==> src/rtl/controlador_multiplicador_display_if.sv <==
// -----------------------------------------------------------------------------
// controlador_multiplicador_display_if
// Purpose : bundles the request/result and display signals of the x3
//           multiplier / 4-digit 7-segment display controller.
// Signals : load    - start request (master -> slave)
//           a_in    - 5-bit operand, sampled with load (master -> slave)
//           ready   - controller idle (slave -> master)
//           done    - one-cycle pulse when new digits are latched
//           product - registered A*FACTOR, 7 bits
//           seg     - segments {a,b,c,d,e,f,g}, active-high
//           an      - one-hot digit enable, active-high
// Modports: master (drives requests), slave (the controller).
// -----------------------------------------------------------------------------
interface controlador_multiplicador_display_if;
    logic       load;
    logic [4:0] a_in;
    logic       ready;
    logic       done;
    logic [6:0] product;
    logic [6:0] seg;
    logic [3:0] an;

    modport master (
        output load, a_in,
        input  ready, done, product, seg, an
    );

    modport slave (
        input  load, a_in,
        output ready, done, product, seg, an
    );
endinterface

==> src/rtl/controlador_multiplicador_display.sv <==
// -----------------------------------------------------------------------------
// controlador_multiplicador_display
// Purpose : captures a 5-bit operand A on load, computes P = A*FACTOR by
//           repeated addition, converts A and P to BCD with a serial
//           double-dabble, latches four digit codes and time-multiplexes
//           them onto one shared segment bus (digits 1-2 = A, 3-4 = P).
// Ports   : clk   - system clock, rising edge
//           rst_n - asynchronous active-low reset
//           bus   - controlador_multiplicador_display_if.slave
//                   (load, a_in in; ready, done, product, seg, an out)
// Params  : FACTOR   (1..3)  constant multiplier
//           SCAN_DIV (>=1)   clock cycles each digit stays enabled
// Macro   : LEADING_ZERO_BLANK_EN - when defined, a tens digit equal to 0
//           is blanked (seg = 0); an timing is unaffected.
// -----------------------------------------------------------------------------
module controlador_multiplicador_display #(
    parameter int FACTOR   = 3,
    parameter int SCAN_DIV = 50000
) (
    input  logic clk,
    input  logic rst_n,
    controlador_multiplicador_display_if.slave bus
);

    localparam logic [1:0] IDLE   = 2'd0;
    localparam logic [1:0] MULT   = 2'd1;
    localparam logic [1:0] CONV   = 2'd2;
    localparam logic [1:0] UPDATE = 2'd3;

    localparam int              CW        = (SCAN_DIV > 1) ? $clog2(SCAN_DIV) : 1;
    localparam logic [CW-1:0]   SCAN_LAST = CW'(SCAN_DIV - 1);
    localparam logic [1:0]      MULT_LAST = 2'(FACTOR - 1);

    generate
        if (FACTOR < 1 || FACTOR > 3) begin : g_bad_factor
            $error("FACTOR must be in the range 1..3");
        end
        if (SCAN_DIV < 1) begin : g_bad_scan_div
            $error("SCAN_DIV must be at least 1");
        end
    endgenerate

    // One double-dabble iteration on {tens, units, 7-bit binary}:
    // correct each BCD nibble >= 5 by +3, then shift left by one.
    function automatic logic [14:0] dabble_step(input logic [14:0] v);
        logic [14:0] t;
        t = v;
        if (t[14:11] >= 4'd5) begin
            t[14:11] = t[14:11] + 4'd3;
        end else begin
            t[14:11] = t[14:11];
        end
        if (t[10:7] >= 4'd5) begin
            t[10:7] = t[10:7] + 4'd3;
        end else begin
            t[10:7] = t[10:7];
        end
        return {t[13:0], 1'b0};
    endfunction

    // Decimal digit to active-high {a,b,c,d,e,f,g}; non-decimal nibbles go dark.
    function automatic logic [6:0] seg_decode(input logic [3:0] d);
        logic [6:0] s;
        case (d)
            4'd0:    s = 7'b1111110;
            4'd1:    s = 7'b0110000;
            4'd2:    s = 7'b1101101;
            4'd3:    s = 7'b1111001;
            4'd4:    s = 7'b0110011;
            4'd5:    s = 7'b1011011;
            4'd6:    s = 7'b1011111;
            4'd7:    s = 7'b1110000;
            4'd8:    s = 7'b1111111;
            4'd9:    s = 7'b1111011;
            default: s = 7'b0000000;
        endcase
        return s;
    endfunction

    logic [1:0]       state_r;
    logic [4:0]       op_r;
    logic [6:0]       acc_r;
    logic [1:0]       mult_cnt_r;
    logic [2:0]       conv_cnt_r;
    logic [14:0]      sh_a_r;
    logic [14:0]      sh_p_r;
    logic [3:0][3:0]  dig_r;      // [0]=units A, [1]=tens A, [2]=units P, [3]=tens P
    logic [6:0]       product_r;
    logic             done_r;

    logic [CW-1:0]    scan_cnt_r;
    logic [1:0]       scan_idx_r;
    logic [3:0]       an_r;
    logic [6:0]       seg_r;

    logic [6:0]       sum_s;
    logic             scan_wrap_s;
    logic [1:0]       scan_idx_nxt_s;
    logic [3:0]       nibble_s;
    logic [6:0]       seg_nxt_s;
    logic [3:0]       an_nxt_s;

    assign sum_s       = acc_r + {2'b00, op_r};
    assign scan_wrap_s = (scan_cnt_r == SCAN_LAST);

    // Controller FSM: capture, repeated addition, BCD conversion, result latch.
    always_ff @(posedge clk or negedge rst_n) begin
        if (!rst_n) begin
            state_r    <= IDLE;
            op_r       <= 5'd0;
            acc_r      <= 7'd0;
            mult_cnt_r <= 2'd0;
            conv_cnt_r <= 3'd0;
            sh_a_r     <= 15'd0;
            sh_p_r     <= 15'd0;
            dig_r      <= 16'd0;
            product_r  <= 7'd0;
            done_r     <= 1'b0;
        end else begin
            done_r <= 1'b0;
            case (state_r)
                IDLE: begin
                    if (bus.load) begin
                        op_r       <= bus.a_in;
                        acc_r      <= 7'd0;
                        mult_cnt_r <= 2'd0;
                        state_r    <= MULT;
                    end else begin
                        state_r    <= IDLE;
                    end
                end
                MULT: begin
                    acc_r      <= sum_s;
                    mult_cnt_r <= mult_cnt_r + 2'd1;
                    if (mult_cnt_r == MULT_LAST) begin
                        // Seed both converters with the final sum and the operand.
                        sh_p_r     <= {8'd0, sum_s};
                        sh_a_r     <= {10'd0, op_r};
                        conv_cnt_r <= 3'd0;
                        state_r    <= CONV;
                    end else begin
                        state_r    <= MULT;
                    end
                end
                CONV: begin
                    sh_p_r     <= dabble_step(sh_p_r);
                    sh_a_r     <= dabble_step(sh_a_r);
                    conv_cnt_r <= conv_cnt_r + 3'd1;
                    if (conv_cnt_r == 3'd6) begin
                        state_r <= UPDATE;
                    end else begin
                        state_r <= CONV;
                    end
                end
                UPDATE: begin
                    dig_r[0]  <= sh_a_r[10:7];
                    dig_r[1]  <= sh_a_r[14:11];
                    dig_r[2]  <= sh_p_r[10:7];
                    dig_r[3]  <= sh_p_r[14:11];
                    product_r <= acc_r;
                    done_r    <= 1'b1;
                    state_r   <= IDLE;
                end
                default: begin
                    state_r <= IDLE;
                end
            endcase
        end
    end

    // Next displayed digit: index advance on terminal count plus its segment code.
    always_comb begin
        scan_idx_nxt_s = scan_idx_r;
        if (scan_wrap_s) begin
            scan_idx_nxt_s = scan_idx_r + 2'd1;
        end else begin
            scan_idx_nxt_s = scan_idx_r;
        end
        nibble_s  = dig_r[scan_idx_nxt_s];
        seg_nxt_s = seg_decode(nibble_s);
`ifdef LEADING_ZERO_BLANK_EN
        // Odd indices are tens digits; a zero there is suppressed.
        if (scan_idx_nxt_s[0] && (nibble_s == 4'd0)) begin
            seg_nxt_s = 7'b0000000;
        end else begin
            seg_nxt_s = seg_decode(nibble_s);
        end
`endif
        an_nxt_s = 4'b0001 << scan_idx_nxt_s;
    end

    // Free-running scan engine; an and seg share one edge so digits never mix.
    always_ff @(posedge clk or negedge rst_n) begin
        if (!rst_n) begin
            scan_cnt_r <= '0;
            scan_idx_r <= 2'd0;
            an_r       <= 4'b0001;
            seg_r      <= 7'b1111110;
        end else begin
            if (scan_wrap_s) begin
                scan_cnt_r <= '0;
            end else begin
                scan_cnt_r <= scan_cnt_r + CW'(1);
            end
            scan_idx_r <= scan_idx_nxt_s;
            an_r       <= an_nxt_s;
            seg_r      <= seg_nxt_s;
        end
    end

    assign bus.ready   = (state_r == IDLE);
    assign bus.done    = done_r;
    assign bus.product = product_r;
    assign bus.seg     = seg_r;
    assign bus.an      = an_r;

endmodule

==> src/flat_wrapper.sv <==
// flat-port wrapper written by rule: the top's interface ports become plain ports
module controlador_multiplicador_display_flat 
#(
    parameter int FACTOR   = 3,
    parameter int SCAN_DIV = 50000
)
  (clk, rst_n, bus_load, bus_a_in, bus_ready, bus_done, bus_product, bus_seg, bus_an);
  controlador_multiplicador_display_if bus_i ();
  input  logic clk;
  input  logic rst_n;
  input wire logic [$bits(bus_i.load)-1:0] bus_load;
  input wire logic [$bits(bus_i.a_in)-1:0] bus_a_in;
  output wire logic [$bits(bus_i.ready)-1:0] bus_ready;
  output wire logic [$bits(bus_i.done)-1:0] bus_done;
  output wire logic [$bits(bus_i.product)-1:0] bus_product;
  output wire logic [$bits(bus_i.seg)-1:0] bus_seg;
  output wire logic [$bits(bus_i.an)-1:0] bus_an;
  assign bus_i.load = bus_load;
  assign bus_i.a_in = bus_a_in;
  assign bus_ready = bus_i.ready;
  assign bus_done = bus_i.done;
  assign bus_product = bus_i.product;
  assign bus_seg = bus_i.seg;
  assign bus_an = bus_i.an;
  controlador_multiplicador_display #(.FACTOR(FACTOR), .SCAN_DIV(SCAN_DIV)) u_core (.clk(clk), .rst_n(rst_n), .bus(bus_i));
endmodule
==> config.mk <==
export PLATFORM = sky130hd
export DESIGN_NAME = controlador_multiplicador_display_flat
export DESIGN_NICKNAME = d
export VERILOG_FILES = /design/src/rtl/controlador_multiplicador_display_if.sv /design/src/rtl/controlador_multiplicador_display.sv /design/src/flat_wrapper.sv
export SDC_FILE = /design/constraint.sdc
export NUM_CORES = 1
export LEC_CHECK = 0
export CAP_MARGIN = 20
export CORE_MARGIN = 4
export CORE_UTILIZATION = 67
export CTS_BUF_LIST = sky130_fd_sc_hd__clkbuf_8
export DETAILED_ROUTE_END_ITERATION = 10
export HOLD_SLACK_MARGIN = 0.02
export PLACE_DENSITY = 0.95
export SETUP_SLACK_MARGIN = 0.4
export SLEW_MARGIN = 15
export SYNTH_ARGS = -nofsm -noshare
export SYNTH_HDL_FRONTEND = slang
export SYNTH_SLANG_ARGS = --single-unit
==> constraint.sdc <==
create_clock -name clk -period 4.7 [get_ports clk]
set_clock_uncertainty 0.2 [all_clocks]
set_input_delay 1.41 -clock clk [delete_from_list [all_inputs] [get_ports clk]]
set_output_delay 1.41 -clock clk [all_outputs]
set_load 0.05 [all_outputs]
==> impl_metrics.tcl <==
set metrics [dict create \
    synth_nets 506 \
    hpwl_um 6846 \
    syn_inst 474 \
    leakage_uw 0.002538 \
    drc 0 \
    grt_start_max_net_pins 56 \
    viasPerCell 5.967 \
    core.rowCount 31 \
    yosysWarnings 0 \
    area_growth_pct 10.50 \
    hold_viol 0 \
    ys_seq_elements 102 \
    first_pass_iters 5 \
    ctsResizeCount 0 \
    drv_cap 0 \
    reg2reg_slack_ns 1.68 \
    ant_nets 0 \
    crit_required_ns 3.09 \
    min_period_over_period_pct 73.73 \
    num-fill-cells 449 \
    crit_arrival_ns 1.86 \
    wl_um 9809 \
    setup_violations 0 \
    pin_count 28 \
    ys_seq_area_share_pct 51.41 \
    r2r-start "u_core.scan_cnt_r[1]" \
    worst_hold_slack_ns 0.2840 \
    avgSynthCellArea_um2 10.51 \
    die_x_um 94.24 \
    grt_use_total_pct 24.47 \
    cp-start-kind "flop" \
    cts_made_buffers 9 \
    final_cell_mix "dfrtp_1, nand2_1, o21ai_0" \
    grt.overflow.total 0 \
    wl_per_cell_um 16.35 \
    min_path_type "reg -> reg" \
    grt_pass1_vias 3758 \
    layout.nets 528 \
    final_core_util_pct 75.90 \
    multi_input_area_um2 2223 \
    antennaDiodeCount 0 \
    r2r_cells 10 \
    die_area_um2 8880 \
    dr.first_iter.drc_count 219 \
    cts_setup_buffers 0 \
    power_density_nw_per_um2 551.6 \
    status "finished, final reports clean" \
    ir_drop_uv 536.2 \
    min_to "u_core.sh_a_r[7]" \
    cts_root_buf "clkbuf_8" \
    worstHoldPathCells 2 \
    cp_max_fo 11 \
    cts_tree "yes" \
    initial_core_util_pct 68.69 \
    grt_pass1_wl_um 17060 \
    worst_pin_slew_ns 0.8626 \
    critical_path_class "reg -> out" \
    rsz0062_at_grt "no" \
    post-route-min-period_ns 3.466 \
    seq_area_um2 2561 \
    drive_gt1_share_pct 11.78 \
    gp_congestion 0.8778 \
    core_um2 7253 \
    slew_headroom_pct 42.28 \
    yosysUniqueCellTypes 48 \
    cts_buffer_depth 2 \
    grt_antenna_before_repair 0 \
    cts.sinks 102 \
    end_kind "primary output" \
    r2r-end "u_core.bus.seg[6]" \
    setup-tns-final_ns 0 \
    clkTransAtPathRegs_ns 0.09 \
    port_buffers 27 \
    clock_latency_ns 0.36 \
    vias 3580 \
    die_h_um 94.24 \
    synth_area_um2 4982 \
    fmax_mhz 288.6 \
    layout_commonest_cell "dfrtp_1" \
    hold_start "u_core.sh_a_r[6]" \
    htree_levels 3 \
    hold_buffers 0 \
    report.final.slew_viol_count 0 \
]
[Yosys cell counts (all sizes together)]
| cell type | n | area, um^2 |
|---|---|---|
| a21o | 1 | 7.510 |
| nor4b | 1 | 23.77 |
| nor2b | 5 | 31.28 |
| a31oi | 1 | 6.260 |
| and4 | 2 | 17.52 |
| buf | 4 | 23.76 |
| a32o | 4 | 40.04 |
| and3 | 2 | 12.51 |
| a22o | 1 | 8.760 |
| a221oi | 1 | 8.760 |
| fa | 1 | 20.02 |
| a41oi | 2 | 17.52 |
| and4bb | 2 | 25.02 |
| ha | 23 | 287.8 |
| o21ai | 45 | 225.2 |
| a221o | 1 | 10.01 |
| nand4 | 3 | 33.78 |
| nand2b | 9 | 56.30 |
| o22ai | 8 | 56.30 |
| mux2 | 21 | 236.5 |
| xnor2 | 16 | 140.1 |
| mux2i | 12 | 132.6 |
| and2 | 2 | 12.51 |
| nor2 | 34 | 127.6 |
| nand2 | 52 | 197.7 |
| xor2 | 10 | 87.58 |
| a21oi | 11 | 55.05 |
| nand3 | 22 | 110.1 |
| a22oi | 8 | 60.06 |
| dfrtp | 95 | 2377 |
| clkbuf | 16 | 60.06 |
| o21bai | 1 | 7.510 |
| dfstp | 7 | 183.9 |
| nor3 | 3 | 15.01 |
| inv | 31 | 116.4 |
| o211ai | 5 | 56.30 |
| o31ai | 9 | 67.56 |
| o32ai | 2 | 17.52 |
| a311oi | 1 | 8.760 |
[through the flow]
step           instance area, um^2  setup WS, ns  cells  power (uW)
2_1_floorplan                 4982         1.861    474        2168
6_report                      5505         1.234    600        3037
5_1_grt                       5505         1.132    600        3237
3_5_place_dp                  5313         1.656    583        2521
4_1_cts                       5488         1.239    599        3031
3_3_place_gp                  5313         1.673    583        2437
[worst max-delay path by stage]
stage	cells past startpoint	endpoint
after floorplan	2	bus_ready
after global placement	2	bus_ready
after detailed placement	2	bus_ready
after CTS	2	bus_ready
after global routing	2	bus_ready
final	2	bus_ready
[cell families after synthesis]
family / after synthesis / share of synthesized area (%)
XOR/XNOR: 26 / 4.570
adder cells (fa/ha/maj): 24 / 6.178
multiplexers: 33 / 7.408
flip-flops: 102 / 51.41
buffers and inverters: 51 / 4.018
AO/OA/AOI/OAI: 101 / 13.11
AND/OR/NAND/NOR: 137 / 13.31
[state kept, by name, indices dropped and copies added (netlist names), named ones only]
signal and flops:
u_core.bus.product 7, u_core.bus.an 4, u_core.sh_p_r 15, u_core.bus.done 1
u_core.bus.seg 7, u_core.acc_r 7, u_core.scan_cnt_r 16, u_core.scan_idx_r 2
u_core.conv_cnt_r 3, u_core.state_r 1, u_core.sh_a_r 15, u_core.dig_r 16
u_core.op_r 5, u_core.mult_cnt_r 2
[metal layers]
layer  part of all wire [%]  track usage (%)  up-vias
met3                    4.3            5.048       21
met4                    1.8            9.146        0
li1                       -                -     1690
met1                     42            30.39     1771
met2                     52            42.02       98
met5                      0                0        -
[worst max-delay path, stage by stage, from the launching register on]
cell and delay (ns):
dfrtp_1 0.51, nor2_1 0.17, clkdlybuf4s50_1 0.82
[report_power, final]
| part | internal [uW] | total, uW | leakage, uW | switching [uW] |
|---|---|---|---|---|
| sequential | 1110 | 1310 | 0.00133 | 191 |
| combinational | 469 | 1240 | 0.00111 | 769 |
| clock | 205 | 493 | 0.0000958 | 288 |
[layout make-up]
class                      count  share of cell area, %
multi-input combinational    321                  40.39
inverter                      31                  2.114
sequential                   102                  46.52
tap                           99                  2.250
clock inverter                 6                 0.6818
clock buffer                  10                  2.500
timing repair buffer          31                  5.545
Power figures use the tool's default switching activity.
